[config.mk]
export PLATFORM = sky130hd
export DESIGN_NAME = fact_if
export DESIGN_NICKNAME = d
export VERILOG_FILES = /design/src/rtl/fact_pkg.sv /design/src/rtl/fact_if_dec.sv /design/src/rtl/fact_if.sv
export SDC_FILE = /design/constraint.sdc
export NUM_CORES = 1
export LEC_CHECK = 0
export ABC_CLOCK_PERIOD_IN_PS = 2500
export BUFFER_PORTS_ARGS = -buffer_cell sky130_fd_sc_hd__buf_2
export CAP_MARGIN = 20
export CORE_MARGIN = 1
export CORE_UTILIZATION = 40
export CTS_CLUSTER_SIZE = 40
export DETAILED_ROUTE_END_ITERATION = 8
export PLACE_DENSITY = 0.73
export SKIP_LAST_GASP = 1
export SYNTH_ARGS = -nofsm -noshare
export SYNTH_HDL_FRONTEND = slang
export SYNTH_SLANG_ARGS = --single-unit
[constraint.sdc]
create_clock -name clk -period 2.5 [get_ports clk]
set_input_delay 0.125 -clock clk [delete_from_list [all_inputs] [get_ports clk]]
set_output_delay 0.125 -clock clk [all_outputs]
set_load 0.01 [all_outputs]
[src/rtl/fact_pkg.sv]
// Shared constants and types for the factorial accelerator bus interface.
// Register addresses, CTRL/STATUS bit positions and default widths.
package fact_pkg;

    localparam int FACT_N_W = 4;
    localparam int FACT_R_W = 32;

    localparam logic [1:0] FACT_A_N      = 2'd0;
    localparam logic [1:0] FACT_A_CTRL   = 2'd1;
    localparam logic [1:0] FACT_A_STATUS = 2'd2;
    localparam logic [1:0] FACT_A_RESULT = 2'd3;

    localparam int FACT_CTRL_START = 0;
    localparam int FACT_CTRL_IE    = 1;
    localparam int FACT_CTRL_BUSY  = 0;
    localparam int FACT_STAT_DONE  = 0;
    localparam int FACT_STAT_ERR   = 1;

    typedef struct packed {
        logic n;
        logic ctrl;
    } fact_wen_t;

    // Pack two flag bits into a zero-extended 32-bit read word.
    function automatic logic [31:0] fact_flags(
        input int   pos1,
        input logic b1,
        input int   pos0,
        input logic b0
    );
        logic [31:0] w;
        w       = '0;
        w[pos1] = b1;
        w[pos0] = b0;
        return w;
    endfunction

endpackage

[src/rtl/fact_if_dec.sv]
// Write decoder for the factorial register interface.
// Only N and CTRL are writable; STATUS/RESULT writes decode to nothing.
module fact_if_dec
    import fact_pkg::*;
(
    input  logic       we_i,
    input  logic [1:0] addr_i,
    output fact_wen_t  wen_o
);

    // One-hot write enable per writable register.
    always_comb begin
        wen_o = '0;
        if (we_i) begin
            case (addr_i)
                FACT_A_N:    wen_o.n    = 1'b1;
                FACT_A_CTRL: wen_o.ctrl = 1'b1;
                default:     wen_o      = '0;
            endcase
        end
    end

endmodule

[src/rtl/fact_if.sv]
// Bus-side register interface for the factorial core.
// Optional interrupt output enabled with `define FACT_IF_IRQ_EN.
module fact_if
    import fact_pkg::*;
#(
    parameter int N_W = FACT_N_W,
    parameter int R_W = FACT_R_W
) (
    input  logic           clk,
    input  logic           rst,
    input  logic           we,
    input  logic [1:0]     addr,
    input  logic [31:0]    wd,
    output logic [31:0]    rd,
    output logic           go,
    output logic [N_W-1:0] n,
    input  logic           core_done,
    input  logic           core_err,
    input  logic [R_W-1:0] core_result
`ifdef FACT_IF_IRQ_EN
    ,
    output logic           irq
`endif
);

    fact_wen_t      wen;
    logic           start;
    logic           finish;
    logic           ie;

    logic [N_W-1:0] n_q, n_d;
    logic           busy_q, busy_d;
    logic           go_q, go_d;
    logic           done_q, done_d;
    logic           err_q, err_d;
    logic [R_W-1:0] res_q, res_d;

    fact_if_dec u_dec (
        .we_i   (we),
        .addr_i (addr),
        .wen_o  (wen)
    );

    // A start is taken only when idle; completion only counts while busy,
    // so the core's trailing done cycle falls on an idle interface.
    assign start  = wen.ctrl & wd[FACT_CTRL_START] & ~busy_q;
    assign finish = busy_q & core_done;

    // Next-state for operand, run flags and result capture.
    always_comb begin
        n_d    = n_q;
        busy_d = busy_q;
        go_d   = 1'b0;
        done_d = done_q;
        err_d  = err_q;
        res_d  = res_q;
        if (wen.n && !busy_q) begin
            n_d = wd[N_W-1:0];
        end
        if (start) begin
            busy_d = 1'b1;
            go_d   = 1'b1;
            done_d = 1'b0;
            err_d  = 1'b0;
            res_d  = '0;
        end else if (finish) begin
            busy_d = 1'b0;
            done_d = 1'b1;
            err_d  = core_err;
            res_d  = core_err ? '0 : core_result;
        end
    end

    // State registers with synchronous reset.
    always_ff @(posedge clk) begin
        if (rst) begin
            n_q    <= '0;
            busy_q <= 1'b0;
            go_q   <= 1'b0;
            done_q <= 1'b0;
            err_q  <= 1'b0;
            res_q  <= '0;
        end else begin
            n_q    <= n_d;
            busy_q <= busy_d;
            go_q   <= go_d;
            done_q <= done_d;
            err_q  <= err_d;
            res_q  <= res_d;
        end
    end

`ifdef FACT_IF_IRQ_EN
    logic ie_q, ie_d;
    logic irq_q, irq_d;

    // Interrupt enable follows every CTRL write; irq tracks next done & ie.
    always_comb begin
        ie_d = ie_q;
        if (wen.ctrl) begin
            ie_d = wd[FACT_CTRL_IE];
        end
        irq_d = done_d & ie_d;
    end

    // Interrupt state registers with synchronous reset.
    always_ff @(posedge clk) begin
        if (rst) begin
            ie_q  <= 1'b0;
            irq_q <= 1'b0;
        end else begin
            ie_q  <= ie_d;
            irq_q <= irq_d;
        end
    end

    assign ie  = ie_q;
    assign irq = irq_q;
`else
    assign ie = 1'b0;
`endif

    assign go = go_q;
    assign n  = n_q;

    // Zero-latency read mux; same-cycle writes are seen next cycle.
    always_comb begin
        rd = '0;
        case (addr)
            FACT_A_N:      rd = 32'(n_q);
            FACT_A_CTRL:   rd = fact_flags(FACT_CTRL_IE, ie,
                                           FACT_CTRL_BUSY, busy_q);
            FACT_A_STATUS: rd = fact_flags(FACT_STAT_ERR, err_q,
                                           FACT_STAT_DONE, done_q);
            FACT_A_RESULT: rd = 32'(res_q);
            default:       rd = '0;
        endcase
    end

endmodule

==> impl_metrics.ini, run 1 <==
[run_status]
outcome = finished, final reports clean

[final_layout]
final_cells = 351
area_growth_pct = 23.0
n_antenna_cell = 0
drive_gt1_share_pct = 43.0
final_nets = 354

[floorplan]
die_area_sq_mm = 0.00526
start_util_pct = 41.9
die_w_um = 72.5
coreArea_sq_mm = 0.00475
fp.dieH_um = 72.5
row_count = 25
ios = 108

[yosys]
synthCells = 215
synth_xor_area_share_pct = 0
synth-compound-area-share_pct = 15.8
synth_seq_area_share_pct = 40.2
ys_warn_count = 0
synth_fa_ha_area_share_pct = 0
synth_seq_cells = 40
synthMuxAreaShare_pct = 3.83
ys_types = 24
synth_area_sq_mm = 0.00199
syn_avg_cell_area_sq_um = 9.26
synth_nets = 286
synth_top_family_by_area = simple AND/OR/NAND/NOR gates
yosys.area_share.simple_pct = 32.4

[sta]
min_period_ns = 1.60
layout_worst_path_cycle_share_pct = 63.9
max_freq_mhz = 626
slew_headroom_pct = 59.1
rsz0062_at_grt = false
finClkSkew_ns = 0.00345
tightest_slew_ns = 0.614
maxSlewViolCount = 0
fin_tns_setup_ns = 0
finalHoldViolations = 0
holdWs_ns = 0.0785
finalSetupViolCount = 0

[job]
drv_cap = 0

[route]
drt_iter0_markers = 99
ant_nets = 0
wire_per_inst_um = 12.5
vias = 1681
drt-total-wl_um = 4390
drc = 0
avgViaCountPerCell = 4.79
dr.pass1.iters = 4

[clock_network]
htree_levels = 2
post_cts_buffers = 0
clock_sinks = 40
clk_latency_ns = 0.28
root_buffer = clkbuf_8
cts_buffers = 5
clkTransAtPathRegs_ns = 0.08
ctsResizeCount = 0
cts_tree = built
hold_buffers = 0
cts_buffer_depth = 2

[worst_setup_path]
cp_slowest_cell = a31o_2
reg2reg_slack_ns = 0.90
crit_path_max_fanout = 19
crit_chain = nor3b_2 -> a31o_2 -> buf_12 -> nor2_4
reg2reg_from = busy_q$_SDFFE_PP0P_
critical_path_arrival_ns = 1.78
worst_path_largest_cell_delay_ns = 0.58
cp_data_required_time_ns = 2.68
crit_path_end_kind = flip-flop
crit_family = compound AO/OA/AOI/OAI gates
r2r_cells = 4
cp-start-kind = flip-flop
criticalPathCategory = reg2reg
critical_path.reg2reg.endpoint = done_q$_SDFFE_PP0P_
worst-path-buf-inv = 1

[hold_path]
min_to = n[3]$_SDFFE_PP0P_
holdCritPathClass = in2reg
holdCritStartpoint = wd[3]
hold_path_depth = 3

[global_routing]
grt_pass1_wl_um = 7030
grt-ovfl-total = 0
grt_max_degree = 36
antenna_found_initial = 0
grt_pass1_vias = 1528
grt_usage_pct = 16.9

[place]
place_inst = 343
dp_hpwl_um = 2860
portBuffers = 79
routabilityCongestion = 0.713

[power_and_ir_drop]
powerDensity_mw_per_mm2 = 487
ir_drop_mv = 0.237
leakagePower_uw = 0.00109
==> layout by cell type (no fill, tap or decap), drive strengths merged <==
cell type and instances:
a21oi 34, a22o 2, a31o 1, and2 2
and3 28, buf 83, clkbuf 8, dfxtp 40
mux2i 5, mux4 1, nand2 35, nand3 1
nand3b 32, nor2 8, nor3b 1, nor4b 1
o2bb2ai 1, or2b 1
==> logic make-up (layout without fill, tap and decap cells) <==
group | Yosys count | after routing
buffers and inverters | 22 | 91
flip-flops | 40 | 40
AO/OA/AOI/OAI | 38 | 38
AND/OR/NAND/NOR | 109 | 109
multiplexers | 6 | 6
==> stage by stage <==
stage / power (uW) / util, % / worst slack (ns) / area (sq um)
after global routing: 1250 / 51.5 / 0.835 / 2450
after detailed placement: 777 / 49.6 / 0.817 / 2360
final: 1190 / 51.5 / 0.903 / 2450
after global placement: 777 / 49.6 / 0.821 / 2360
after CTS: 1210 / 51.5 / 0.884 / 2450
after floorplan: 736 / - / 1.37 / 1990
==> worst register-to-register path: cells and delay by family (launching register included) <==
kind	cells	cell delay [ns]
flops	1	0.38
buf+inv	1	0.26
compound gates	1	0.58
simple gates	2	0.28
==> area by class of cell <==
cell class	count	area, sq um
Timing Repair Buffer	83	438
Tap cell	67	83.8
Sequential cell	40	801
Clock buffer	8	90.1
Multi-Input combinational cell	153	1040
Fill cell	466	2310
==> worst max-delay path by stage <==
stage / start / endpoint / slack, ns / cells past startpoint
2_1_floorplan: busy_q$_SDFFE_PP0P_ / res_q[0]$_SDFFE_PP0P_ / 1.37 / 5
3_3_place_gp: addr[1] / done_q$_SDFFE_PP0P_ / 0.82 / 5
3_5_place_dp: addr[1] / done_q$_SDFFE_PP0P_ / 0.82 / 5
4_1_cts: busy_q$_SDFFE_PP0P_ / res_q[17]$_SDFFE_PP0P_ / 0.88 / 4
5_1_grt: busy_q$_SDFFE_PP0P_ / res_q[9]$_SDFFE_PP0P_ / 0.83 / 4
6_report: busy_q$_SDFFE_PP0P_ / done_q$_SDFFE_PP0P_ / 0.90 / 4
==> where the power goes <==
group / switching (uW) / total [uW] / internal (uW) / leakage [uW]
clock: 207 / 432 / 225 / 0.0000455
combinational: 64.0 / 114 / 50.1 / 0.000719
sequential: 3.87 / 646 / 643 / 0.000323
==> flip-flops by register name (all words and copies together), names as in the netlist <==
name    count
busy_q      1
done_q      1
err_q       1
go          1
n           4
res_q      32
==> metal layers <==
metal / track usage [%] / share of wire, % / up-vias
met1: 21.3 / 48 / 758
met4: 4.58 / 0.43 / 0
met5: 0 / 0 / -
met2: 28.9 / 47 / 47
li1: - / - / 874
met3: 3.89 / 4.9 / 2
==> synth_stat cells <==
library cell  number  share of area [%]
mux4_1             1                1.3
buf_8              2                1.5
nand3b_1          32                 12
nor2_1             7                1.3
o2bb2ai_1          1               0.44
a31o_1             1               0.44
a21oi_2           29                 13
a22o_1             2               0.88
buf_6              2                1.1
mux2i_1            5                2.5
a21oi_1            5                1.3
nor3b_2            1               0.63
nor2_4             1               0.57
clkbuf_1          11                2.1
nor4b_4            1                1.2
or2b_1             1               0.38
buf_12             1                1.0
and2_1             2               0.63
nand2_1           35                6.6
dfxtp_1           40                 40
buf_4              4                1.5
and3_1            28                8.8
nand3_1            1               0.25
buf_2              2               0.50
No activity file was read; power rests on OpenSTA's default activity.
==> inputs of run 2 (changes only) <==
Settings changed: ABC_AREA from default to 1, ABC_CLOCK_PERIOD_IN_PS 2500 to 1400, PLACE_DENSITY 0.73 to 0.75.
Clock period 2.5 ns to 1.4 ns, I/O delays scaled along.
==> impl_metrics.ini, run 2 <==
[worst_setup_path]
critPathLaunch = busy_q$_SDFFE_PP0P_
reg2reg_slack_ns = 0.25
cp_data_required_time_ns = 1.33
cp-start-kind = flip-flop
crit_path_max_fanout = 6
endpoint = rd[0]
reg2reg_from = busy_q$_SDFFE_PP0P_
crit_path_end_kind = output port
critical_path.reg2reg.endpoint = res_q[24]$_SDFFE_PP0P_
critical_path_arrival_ns = 1.10
criticalPathCategory = reg2out
r2r_cells = 5

[final_layout]
final_nets = 477
largest_reg_flops = 32
layout_commonest_cell = nor2_1
final_cells = 474
drive_gt1_share_pct = 23.8
layout_common_cells = nor2_1 (101), buf_2 (79), inv_1 (72)
nFillCells = 539
area_growth_pct = 26.2
n_antenna_cell = 0
seq_area_sq_um = 801
multiInputGateArea_sq_um = 840
largest-register = res_q

[yosys]
syn_avg_cell_area_sq_um = 6.13
synth_nets = 403
ys.flop_type = dfxtp_1
synth_area_leader_cell = dfxtp_1
synth_area_leaders = dfxtp_1 (39%), nor2_1 (19%), inv_1 (13%)
synth_seq_cells = 40
synth_area_sq_mm = 0.00203
synth_enable_flop_cells = 0
yosys-top-cells-count = nor2_1 (101), inv_1 (72), nand2_1 (46), dfxtp_1 (40), o21ai_1 (34)
synth.most_common_cell = nor2_1
async_flop_share_pct = 0
ys_types = 18
ys_warn_count = 0
synth_seq_area_share_pct = 39.4
synth_top_area_share_pct = 39.4
synthCells = 332

[place]
portBuffers = 79
routabilityCongestion = 0.760
place_inst = 465
dp_hpwl_um = 2810

[floorplan]
row_count = 25
die_w_um = 73.3
ios = 108
start_util_pct = 42.2
coreArea_sq_mm = 0.00482
fp.dieH_um = 73.3
die_area_sq_mm = 0.00538

[sta]
min_period_ns = 1.17
finalSetupViolCount = 0
fin_tns_setup_ns = 0
slew_headroom_pct = 59.3
tightest_slew_ns = 0.610
finalHoldViolations = 0
maxSlewViolCount = 0
layout_worst_path_cycle_share_pct = 83.8
max_freq_mhz = 853
finClkSkew_ns = 0.00270
rsz0062_at_grt = false

[route]
drc = 0
vias = 2039
wire_per_inst_um = 8.78
drt-total-wl_um = 4160
avgViaCountPerCell = 4.30
dr.pass1.iters = 4
ant_nets = 0
drt_iter0_markers = 138

[clock_network]
clkTransAtPathRegs_ns = 0.07
cts_tree = built
clock_sinks = 40
hold_buffers = 1
cts_buffer_depth = 2
clk_latency_ns = 0.28
cts_buffers = 5
post_cts_buffers = 0
root_buffer = clkbuf_8
htree_levels = 2
ctsResizeCount = 0

[power_and_ir_drop]
powerDensity_mw_per_mm2 = 953
leakagePower_uw = 0.00148
ir_drop_mv = 0.592

[job]
drv_cap = 0

[global_routing]
grt_pass1_wl_um = 6960
grt-ovfl-total = 0
grt_usage_pct = 16.4
grt_max_degree = 36
grt_pass1_vias = 1686
antenna_found_initial = 0

[hold_path]
holdCritPathClass = in2reg

[run_status]
outcome = finished, final reports clean
[run 2: cell types whose count changed after synthesis, moves of 7 or more]
| cell | delta |
|---|---|
| nor2_1 | +94 |
| inv_1 | +72 |
| nand2_1 | +11 |
| a21oi_2 | -29 |
| o21ai_1 | +34 |
| nand3_1 | +7 |
| nand3b_1 | -31 |
| and3_1 | -28 |
[run 2: worst min-delay path by stage]
stage | start | end | slack, ns | cells past startpoint
global placement | rst | busy_q$_SDFFE_PP0P_ | 0.28 | 2
detailed placement | rst | go$_SDFF_PP0_ | 0.28 | 2
CTS | wd[3] | n[3]$_SDFFE_PP0P_ | 0.08 | 5
global route | core_done | busy_q$_SDFFE_PP0P_ | 0.12 | 4
finish | wd[1] | n[1]$_SDFFE_PP0P_ | 0.1 | 5
floorplan | rst | busy_q$_SDFFE_PP0P_ | 0.14 | 1
[run 2: where the power goes]
group	total, uW	switching [uW]	internal (uW)	leakage, uW
Sequential	1170	10.1	1160	0.000323
Clock	1010	380	629	0.0000645
Combinational	268	158	110	0.00109
Total	2450	548	1900	0.00148
[run 2: cell type report]
class | instances | area share [%]
Sequential cell | 40 | 31.2
Timing Repair Buffer | 85 | 17.3
Clock inverter | 1 | 1.17
Multi-Input combinational cell | 201 | 32.7
Tap cell | 67 | 3.27
Inverter | 73 | 10.7
Clock buffer | 7 | 3.75
[run 2: routing by layer]
metal  track usage, %  share of wire, %  wire length, um  vias up
met5                0                 0                0        -
met1             21.3                49             2040      868
li1                 -                 -                -     1108
met4             5.13              0.94               39        0
met3             3.70               5.5              229        5
met2             27.1                44             1850       58
[run 2: critical path, stage by stage, from the launching register on]
cell and delay [ns]:
dfxtp_1 0.46, nand3b_1 0.12, nand4_1 0.10, buf_2 0.14
[run 2: kinds of logic (layout without fill, tap and decap cells)]
family / Yosys count / in the layout / synth area share, %
AOI/OAI and AO/OA: 41 / 41 / 10.2
DFF: 40 / 40 / 39.4
buffers and inverters: 91 / 166 / 19.5
and+or+nand+nor: 160 / 160 / 30.9
[run 2: through the flow]
step	power [uW]	worst slack [ns]	utilization [%]	area (sq um)	hold slack [ns]
floorplan	1370	0.301	-	2030	0.139
CTS	2490	0.212	53.3	2570	0.0840
global route	2570	0.126	53.3	2570	0.119
global placement	1460	0.279	50.5	2430	0.276
detailed placement	1460	0.247	50.5	2430	0.283
finish	2450	0.227	53.3	2570	0.0962
==> inputs of run 3 (changes only) <==
Settings changed: ABC_CLOCK_PERIOD_IN_PS 1400 to 1200, PLACE_DENSITY 0.75 to 0.72.
Clock period 1.4 ns to 1.2 ns, I/O delays scaled along.
==> impl_metrics.ini, run 3 (synthesized netlist as in run 2, its figures left out) <==
[sta]
fin_tns_setup_ns = 0
finalHoldViolations = 0
finalSetupViolCount = 0
slew_headroom_pct = 73.9
max_freq_mhz = 878
rsz0062_at_grt = false
min_period_ns = 1.14
tightest_slew_ns = 0.390
finClkSkew_ns = 0.00177
layout_worst_path_cycle_share_pct = 94.9
maxSlewViolCount = 0

[floorplan]
ios = 108
coreArea_sq_mm = 0.00482
die_area_sq_mm = 0.00538
row_count = 25
die_w_um = 73.3
fp.dieH_um = 73.3
start_util_pct = 42.2

[place]
place_inst = 468
dp_hpwl_um = 2930
portBuffers = 79
routabilityCongestion = 0.786

[clock_network]
clk_latency_ns = 0.29
cts_buffers = 5
htree_levels = 2
cts_buffer_depth = 2
post_cts_buffers = 0
cts_tree = built
root_buffer = clkbuf_8
clkTransAtPathRegs_ns = 0.08
clock_sinks = 40

[worst_setup_path]
cp_data_required_time_ns = 1.14
critical_path_arrival_ns = 1.08
reg2reg_from = busy_q$_SDFFE_PP0P_
crit_path_max_fanout = 4
critical_path.reg2reg.endpoint = res_q[26]$_SDFFE_PP0P_
r2r_cells = 4
crit_path_end_kind = output port
criticalPathCategory = reg2out
reg2reg_slack_ns = 0.13
cp-start-kind = flip-flop

[power_and_ir_drop]
total_power_uw = 2770
ir_drop_mv = 0.555
powerDensity_mw_per_mm2 = 1070
leakagePower_uw = 0.00150

[global_routing]
grt-ovfl-total = 0
antenna_found_initial = 0
grt_pass1_vias = 1714
grt_max_degree = 49
grt_usage_pct = 16.7
grt_pass1_wl_um = 7040

[hold_path]
holdCritStartpoint = core_done
min_to = done_q$_SDFFE_PP0P_
hold_path_depth = 3
holdCritPathClass = in2reg

[route]
vias = 2034
ant_nets = 0
dr.pass1.iters = 4
drc = 0
avgViaCountPerCell = 4.26
wire_per_inst_um = 8.90
drt_iter0_markers = 86
drt-total-wl_um = 4240

[final_layout]
n_antenna_cell = 0
final_cells = 477
layout_common_cells = nor2_1 (101), buf_2 (79), inv_1 (72)
layout_commonest_cell = nor2_1
final_nets = 480
drive_gt1_share_pct = 24.6
largest_reg_flops = 32
nFillCells = 545
largest-register = res_q
area_growth_pct = 27.9

[run_status]
outcome = finished, final reports clean

[job]
drv_cap = 0
==> run 3: stage by stage <==
step | instance area, sq um | hold WS, ns | setup slack (ns) | util (%)
finish | 2600 | 0.0835 | 0.0616 | 54.0
global route | 2600 | 0.107 | 0.00442 | 54.0
CTS | 2600 | 0.0677 | 0.0000761 | 54.0
detailed placement | 2480 | 0.273 | 0.0966 | 51.5
global placement | 2480 | 0.267 | 0.123 | 51.5
floorplan | 2030 | 0.129 | 0.101 | -
==> run 3: cell type report <==
class | instances | area, sq um | area share (%)
Multi-Input combinational cell | 201 | 840 | 32.3
Inverter | 73 | 274 | 10.5
Tap cell | 67 | 83.8 | 3.22
Clock buffer | 5 | 68.8 | 2.65
Timing Repair Buffer | 88 | 490 | 18.9
Clock inverter | 3 | 42.5 | 1.64
Sequential cell | 40 | 802 | 30.8
==> run 3: worst max path at each step <==
stage	startpoint	end	slack, ns	depth (start not counted)
2_1_floorplan	busy_q$_SDFFE_PP0P_	done_q$_SDFFE_PP0P_	0.10	5
3_3_place_gp	busy_q$_SDFFE_PP0P_	res_q[7]$_SDFFE_PP0P_	0.12	4
3_5_place_dp	busy_q$_SDFFE_PP0P_	res_q[26]$_SDFFE_PP0P_	0.1	4
4_1_cts	busy_q$_SDFFE_PP0P_	rd[0]	0.00008	4
5_1_grt	busy_q$_SDFFE_PP0P_	rd[0]	0.004	4
6_report	busy_q$_SDFFE_PP0P_	rd[0]	0.06	4
==> run 3: layer usage <==
| metal | track usage, % | wire length (um) | vias up |
|---|---|---|---|
| met5 | 0 | 0 | - |
| met4 | 5.13 | 17 | 0 |
| met3 | 4.53 | 257 | 2 |
| met2 | 28.6 | 1890 | 68 |
| met1 | 20.5 | 2080 | 850 |
| li1 | - | - | 1114 |
==> run 3: critical path, stage by stage, from the launching register on <==
cell and delay [ns]:
dfxtp_2 0.34, buf_4 0.14, nand3b_1 0.07, nand4_1 0.09
buf_2 0.15
==> run 3: timing repair <==
| item | in CTS | in global routing |
|---|---|---|
| hold endpoints to repair | 2 | 0 |
| gates resized for setup | 0 | 1 |
| setup endpoints to repair | 0 | 2 |
| hold buffers | 1 | 0 |
==> run 3: report_power, final <==
part           switching (uW)  internal, uW  total, uW
Sequential               10.8          1350       1360
Clock                     468           615       1080
Combinational             187           139        326
